===== config.mk =====
export PLATFORM = sky130hd
export DESIGN_NAME = pet_needs_engine
export DESIGN_NICKNAME = d
export VERILOG_FILES = /design/src/rtl/pet_pkg.sv /design/src/rtl/need_channel.sv /design/src/rtl/pet_needs_engine.sv
export SDC_FILE = /design/constraint.sdc
export NUM_CORES = 1
export LEC_CHECK = 0
export ABC_AREA = 1
export CORE_AREA = 2 2 118 120
export DETAILED_ROUTE_END_ITERATION = 8
export DIE_AREA = 0 0 120 122
export PLACE_DENSITY = 0.65
export SKIP_CTS_REPAIR_TIMING = 1
export SLEW_MARGIN = 40
export SYNTH_ARGS = -nofsm -noshare
export SYNTH_HDL_FRONTEND = slang
export SYNTH_SLANG_ARGS = --single-unit

===== constraint.sdc =====
create_clock -name clk -period 4.7 [get_ports clk]
set_input_delay 0.705 -clock clk [delete_from_list [all_inputs] [get_ports clk]]
set_output_delay 0.705 -clock clk [all_outputs]
set_load 0.01 [all_outputs]

===== src/rtl/pet_pkg.sv =====
// pet_pkg: shared definitions for pet_needs_engine
// Contents: FSM state encoding, seven-segment glyphs (a..g in bits 0..6), and level/glyph helper functions.
package pet_pkg;
    typedef enum logic [1:0] {ST_RUN = 2'd0, ST_TEST = 2'd1, ST_DEAD = 2'd2} pet_state_t;
    localparam logic [6:0] SEG_DASH = 7'b1000000;
    localparam logic [6:0] SEG_BLANK = 7'b0000000;
    // Indices 11..15 are blank so any 4-bit value decodes safely.
    localparam logic [6:0] SEG_GLYPH [0:15] = '{
        7'h3F, 7'h06, 7'h5B, 7'h4F, 7'h66, 7'h6D, 7'h7D, 7'h07,
        7'h7F, 7'h6F, 7'h77, 7'h00, 7'h00, 7'h00, 7'h00, 7'h00
    };
    function automatic int lvl_bits(input int max_val);
        return $clog2(max_val + 1);
    endfunction
    function automatic logic [6:0] seg_glyph(input int v);
        return (v < 0 || v > 10) ? SEG_BLANK : SEG_GLYPH[v[3:0]];
    endfunction
endpackage


===== src/rtl/need_channel.sv =====
// need_channel: one need level with its decay counter, saturating feed/decay and feed/decay collision rule
// Ports: clk, reset (async, active-high); revive (restore LVL_INIT, clear counter); feed (one-cycle feed pulse);
//        test_mode (feed toggles 1 <-> LVL_MAX); dec_en (tick that advances the decay counter);
//        period (decay period in ticks); level (registered need level).
module need_channel #(
    parameter int LVL_W = 4,
    parameter int LVL_MAX = 10,
    parameter int LVL_INIT = 8,
    parameter int PERIOD_W = 8
) (
    input  logic                clk,
    input  logic                reset,
    input  logic                revive,
    input  logic                feed,
    input  logic                test_mode,
    input  logic                dec_en,
    input  logic [PERIOD_W-1:0] period,
    output logic [LVL_W-1:0]    level
);
    logic [PERIOD_W-1:0] cnt, cnt_inc;
    logic                decay;
    logic [LVL_W-1:0]    fed, dropped;

    always_comb begin
        cnt_inc = cnt + 1'b1;
        decay   = dec_en && cnt_inc == period;
        fed     = test_mode ? (level == LVL_W'(1) ? LVL_W'(LVL_MAX) : LVL_W'(1))
                            : (level == LVL_W'(LVL_MAX) ? level : level + 1'b1);
        dropped = level == '0 ? level : level - 1'b1;
    end

    // A feed and a decay landing together cancel out; the counter still clears.
    always_ff @(posedge clk or posedge reset)
        if (reset) begin
            level <= LVL_W'(LVL_INIT);
            cnt   <= '0;
        end else if (revive) begin
            level <= LVL_W'(LVL_INIT);
            cnt   <= '0;
        end else begin
            if (dec_en) cnt <= decay ? '0 : cnt_inc;
            if (feed != decay) level <= feed ? fed : dropped;
        end
endmodule


===== src/rtl/pet_needs_engine.sv =====
// pet_needs_engine: multi-need pet status engine with tick prescaler, button select/feed, TEST and DEAD states
// Ports: clk, reset (async, active-high); btn_need/btn_test/btn_revive (debounced levels, rising edges act);
//        decay_hold (per-channel decay freeze); sel_idx/sel_level/mood_happy (selected channel view);
//        levels (all levels packed, ch0 in LSBs); state (0 RUN, 1 TEST, 2 DEAD); tick (one-cycle enable).
// Optional: define PET_NEEDS_SEVEN_SEG_EN to add seg_display[6:0], a registered decode of sel_level.
module pet_needs_engine
    import pet_pkg::*;
#(
    parameter int N_NEEDS = 4,
    parameter int LVL_W = 4,
    parameter int LVL_MAX = 10,
    parameter int LVL_INIT = 8,
    parameter int MOOD_THRESH = 5,
    parameter int TICK_DIV = 1875000,
    parameter int PERIOD_W = 8,
    parameter logic [N_NEEDS*PERIOD_W-1:0] DECAY_PER = {8'd50, 8'd70, 8'd100, 8'd120}
) (
    input  logic                       clk,
    input  logic                       reset,
    input  logic [N_NEEDS-1:0]         btn_need,
    input  logic                       btn_test,
    input  logic                       btn_revive,
    input  logic [N_NEEDS-1:0]         decay_hold,
    output logic [$clog2(N_NEEDS)-1:0] sel_idx,
    output logic [LVL_W-1:0]           sel_level,
    output logic                       mood_happy,
    output logic [N_NEEDS*LVL_W-1:0]   levels,
    output logic [1:0]                 state,
    output logic                       tick
`ifdef PET_NEEDS_SEVEN_SEG_EN
    ,
    output logic [6:0]                 seg_display
`endif
);
    localparam int SW = $clog2(N_NEEDS);
    localparam int TW = $clog2(TICK_DIV);

    if (N_NEEDS < 2 || N_NEEDS > 8 || TICK_DIV < 2 || lvl_bits(LVL_MAX) > LVL_W || LVL_INIT > LVL_MAX) begin : g_bad_params
        $error("pet_needs_engine: illegal parameter set");
    end

    pet_state_t           st, st_nx;
    logic [TW-1:0]        pcnt;
    logic [N_NEEDS+1:0]   s1, s2, pv, edg;
    logic [N_NEEDS-1:0]   need_edge, feed;
    logic                 test_edge, rev_edge, hit, active, any_zero;
    logic [SW-1:0]        idx;

    assign edg = s2 & ~pv;
    assign {rev_edge, test_edge, need_edge} = edg;
    assign active = st != ST_DEAD;
    assign state = st;

    always_ff @(posedge clk or posedge reset)
        if (reset) begin
            pcnt <= '0;
            tick <= 1'b0;
            s1   <= '0;
            s2   <= '0;
            pv   <= '0;
        end else begin
            pcnt <= pcnt == TW'(TICK_DIV - 1) ? '0 : pcnt + 1'b1;
            tick <= pcnt == TW'(TICK_DIV - 1);
            s1   <= {btn_revive, btn_test, btn_need};
            s2   <= s1;
            pv   <= s2;
        end

    // Descending scan so the lowest simultaneous need edge wins.
    always_comb begin
        hit      = 1'b0;
        idx      = '0;
        any_zero = 1'b0;
        for (int i = N_NEEDS - 1; i >= 0; i--)
            if (need_edge[i]) begin
                hit = 1'b1;
                idx = SW'(i);
            end
        for (int i = 0; i < N_NEEDS; i++)
            any_zero = any_zero | (levels[i*LVL_W +: LVL_W] == '0);
        feed  = active && hit && !rev_edge && idx == sel_idx ? N_NEEDS'(1) << idx : '0;
        st_nx = rev_edge                      ? ST_RUN  :
                test_edge && st == ST_RUN     ? ST_TEST :
                test_edge && st == ST_TEST    ? ST_RUN  :
                st == ST_RUN && any_zero      ? ST_DEAD : st;
    end

    always_ff @(posedge clk or posedge reset)
        if (reset) begin
            st         <= ST_RUN;
            sel_idx    <= '0;
            sel_level  <= LVL_W'(LVL_INIT);
            mood_happy <= LVL_INIT >= MOOD_THRESH;
        end else begin
            st         <= st_nx;
            sel_idx    <= rev_edge ? '0 : active && hit ? idx : sel_idx;
            sel_level  <= levels[sel_idx*LVL_W +: LVL_W];
            mood_happy <= levels[sel_idx*LVL_W +: LVL_W] >= LVL_W'(MOOD_THRESH);
        end

    for (genvar c = 0; c < N_NEEDS; c++) begin : g_ch
        need_channel #(
            .LVL_W(LVL_W), .LVL_MAX(LVL_MAX), .LVL_INIT(LVL_INIT), .PERIOD_W(PERIOD_W)
        ) u_ch (
            .clk       (clk),
            .reset     (reset),
            .revive    (rev_edge),
            .feed      (feed[c]),
            .test_mode (st == ST_TEST),
            .dec_en    (tick && st == ST_RUN && !decay_hold[c]),
            .period    (DECAY_PER[c*PERIOD_W +: PERIOD_W]),
            .level     (levels[c*LVL_W +: LVL_W])
        );
    end

`ifdef PET_NEEDS_SEVEN_SEG_EN
    always_ff @(posedge clk or posedge reset)
        if (reset) seg_display <= seg_glyph(LVL_INIT);
        else seg_display <= st == ST_DEAD ? SEG_DASH : seg_glyph(int'(sel_level));
`endif
endmodule


==> summary.md <==
| Metric | Value |
|---|---|
| Reg power frac | `0.374` |
| Post-DRT Antenna Nets | `0` |
| Worst Path Required | `4.97 ns` |
| Combinational share of power | `0.343` |
| Layout cells sized above 1 | `0.0962` |
| First-pass GRT wire length | `roughly 24000 µm` |
| Lkg Pwr | `3.20 nW` |
| GRT Total Usage | `0.200` |
| Setup Viol. Count Final | `0` |
| Clock Latency Late Sink | `0.35 ns` |
| Clk root buf | `clkbuf_16` |
| Slew @ Worst Pin | `0.594 ns` |
| Netlist Area Pre-Place | `5910 µm²` |
| Minimum clock period | `2.29 ns` |
| Die W | `around 120 µm` |
| Congestion Overflow GR | `0` |
| Status | `completed` |
| Antenna diode count | `0` |
| CTS Buffer Depth | `2` |
| RSZ-0062 raised after global routing | `false` |
| Critical-path cell list | `inv_1 > or2_2 > inv_1 > nor2_1 > inv_1 > nor2_1 > nand2_1 > o21ai_0` |
| Total CTS buffers | `9` |
| Ports | `38` |
| CP Buf/Inv Count | `3` |
| Highest clock rate | `0.437 GHz` |
| Simple-gate share of the synthesized area | `0.337` |
| Avg Inst Size Synth | `roughly 7.7 µm²` |
| Layout Cells excl Fill | `991` |
| # port buffers | `37` |
| Mapped Nets | `809` |
| Final count of hold timing violations | `0` |
| Largest net degree at the start of global routing | `85` |
| Clock skew | `slightly below 0.007 ns` |
| Die Area | `14600 µm²` |
| Slew Limit Fails | `0` |
| P&R area growth vs syn | `15.1%` |
| Vias in the first global route | `5110` |
| Max cap viols | `0` |
| Synth Area in Compound Gates | `0.0762` |
| Most common cell after layout, fill and taps aside | `nand2_1` |
| Crit Path Class | `flip-flop to flip-flop` |
| Cell mode on critical path | `inv_1` |
| Primary FF master, synth | `dfrtp_1` |
| Worst path slowest cell | `or2_2` |
| Wirelength per Cell | `14.1 µm` |
| HP Start | `s1[4]$_DFF_PP0_` |
| Routed WL | `13900 µm` |
| Share of the yosys chip area belonging to registers | `0.412` |
| CP Capture Type | `flip-flop` |
| Peak supply drop | `approximately 0.27 mV` |
| Clock-pin transition on the worst setup and hold timing paths | `0.07 ns` |
| Final cycle utilization of the critical path | `0.487` |
| Total power divided by cell area | `448 nW/µm²` |
| H-tree Lvls | `3` |
| CP Max Fanout | `29` |
| Final nets | `844` |
| 1st-iter DRT viols | `between 300 and 400` |
| Largest family of logic cells by synthesized area | `simple AND/OR/NAND/NOR gates` |
| Post-Syn Instances | `771` |
| Crit-path leading delay family | `simple AND/OR/NAND/NOR gates` |
| Vias | `~5.2k` |
| Max-slew headroom | `0.604` |
| Switching pwr | `around 1.1 mW` |
| Setup crit start kind | `flip-flop` |
| RR Startpoint | `s2[5]$_DFF_PP0_` |
| Sw Ratio | `0.362` |
| Hold Crit Class | `flip-flop to flip-flop` |
| Launch point of the worst path | `s2[5]$_DFF_PP0_` |
| Total Neg Setup Slack | `0 ns` |
| Most frequent cells in the layout | `188 x nand2_1, 91 x dfrtp_1, 88 x inv_1` |
| Post-synth EDFFs | `0` |
| Synth Area in Adders | `0.0550` |
| Critical Path AT | `2.56 ns` |
| Pre-antenna DRT Iters | `6` |
| Internal | `1.95 mW` |
| Worst path max stage delay | `0.48 ns` |
| Clk sink count | `between 90 and 100` |
| Async SR Flop Fraction | `1.00` |
| Placed insts | `975` |
| CORE AREA | `13500 µm²` |
| Synth Register Bits | `97` |
| Xor and xnor area share after synthesis | `0.0459` |
| Mux cell area share after synthesis | `0` |
| Vias per cell | `about 5.2` |
| CTS tree | `built` |
| Row count | `43` |
| Chip height | `roughly 120 µm` |
| Post-route DRC | `0` |
| Initial core utilization | `0.438` |
| Ys Warns | `0` |
| Initial antenna violation count | `0` |
| Clock power frac | `0.283` |
| Placer Congestion | `0.857` |
| Hpwl dp | `between 10000 and 15000 µm` |
| Synth cell types | `36` |
metrics by stage:
stage	setup slack [ns]	util	total power [mW]	hold WS [ns]	instance area [µm²]
finish	2.41	0.504	3.05	0.348	6800
global route	2.15	0.504	3.25	0.355	6800
CTS	2.38	0.503	3.06	0.351	6800
detailed placement	2.35	0.477	2.19	0.336	6450
global placement	2.41	0.477	2.16	0.332	6440
floorplan	1.47	-	1.78	0.331	5910
worst reg2reg max path, stage by stage (launching register included):
cell	delay, ns
dfrtp_1	0.38
inv_1	0.05
or2_2	0.48
inv_1	0.46
nor2_1	0.47
inv_1	0.12
nor2_1	0.12
nand2_1	0.05
o21ai_0	0.07
layout make-up:
| class | instances | area (µm²) |
|---|---|---|
| Tap cell | 180 | 225 |
| Clock inverter | 6 | 113 |
| Fill cell | 1268 | 6700 |
| Timing Repair Buffer | 38 | 378 |
| Inverter | 97 | 372 |
| Clock buffer | 10 | 239 |
| Sequential cell | 97 | 2430 |
| Multi-Input combinational cell | 563 | 3040 |
state kept, by name (all words and copies together), names as in the netlist:
signal / count
g_ch.u_ch.cnt: 32
g_ch.u_ch.level: 16
mood_happy: 1
pcnt: 21
pv: 6
s1: 6
s2: 6
sel_idx: 2
sel_level: 4
state: 2
tick: 1
cell families (layout without fill, tap and decap cells):
logic type / Yosys count / in the layout
compound gates: 83 / 83
buf+inv: 111 / 151
simple gates: 423 / 423
flops: 97 / 97
fa+ha+maj: 26 / 26
xor+xnor: 31 / 31
path summary, 6_finish.rpt:
path                                                endpoint  cells past startpoint  slack (ns)
max in group asynchronous  g_ch[0].u_ch.level[3]$_DFFE_PP1P_                      3        3.15
min in group asynchronous                    s2[3]$_DFF_PP0_                      2        0.83
max reg2reg                  g_ch[0].u_ch.cnt[6]$_DFFE_PP0P_                      8        2.41
min reg2reg                                  s2[4]$_DFF_PP0_                      0        0.35
min                                          s2[4]$_DFF_PP0_                      0        0.35
max                          g_ch[0].u_ch.cnt[6]$_DFFE_PP0P_                      8        2.41
routing by layer:
| layer | wire [µm] | track usage | vias up |
|---|---|---|---|
| li1 | - | - | 2585 |
| met1 | 6560 | 0.258 | 2480 |
| met5 | 0 | 0 | - |
| met4 | 236 | 0.0743 | 0 |
| met3 | 615 | 0.0431 | 20 |
| met2 | 6540 | 0.332 | 116 |
synth_stat cells, types with 3 or more instances:
| master | number | share of area |
|---|---|---|
| nand2_1 | 188 | 0.12 |
| dfrtp_1 | 91 | 0.39 |
| inv_1 | 89 | 0.057 |
| nand3_1 | 81 | 0.069 |
| nor2_1 | 64 | 0.041 |
| o21ai_0 | 48 | 0.041 |
| nand4_1 | 29 | 0.031 |
| ha_1 | 26 | 0.055 |
| xor2_1 | 21 | 0.031 |
| nand2_2 | 16 | 0.017 |
| a21oi_1 | 15 | 0.013 |
| o22ai_1 | 11 | 0.012 |
| nand3_2 | 10 | 0.017 |
| xnor2_1 | 10 | 0.015 |
| nor3_1 | 8 | 0.0068 |
| inv_2 | 7 | 0.0044 |
| nor2_2 | 7 | 0.0074 |
| dfstp_2 | 6 | 0.027 |
| buf_2 | 5 | 0.0042 |
| clkbuf_1 | 5 | 0.0032 |
| nor3_2 | 5 | 0.0085 |
| o21a_1 | 4 | 0.0051 |
| nand3b_1 | 3 | 0.0038 |
| nor2_4 | 3 | 0.0057 |
| or2_2 | 3 | 0.0032 |
power groups by stage:
| stage | clock (mW) | combinational, mW | sequential, mW |
|---|---|---|---|
| detailed placement | 0 | 1.03 | 1.15 |
| CTS | 0.885 | 1.04 | 1.14 |
| global route | 0.914 | 1.17 | 1.16 |
| finish | 0.863 | 1.05 | 1.14 |
| floorplan | 0 | 0.681 | 1.10 |
| global placement | 0 | 1.01 | 1.15 |
Power figures use the tool's default switching activity.
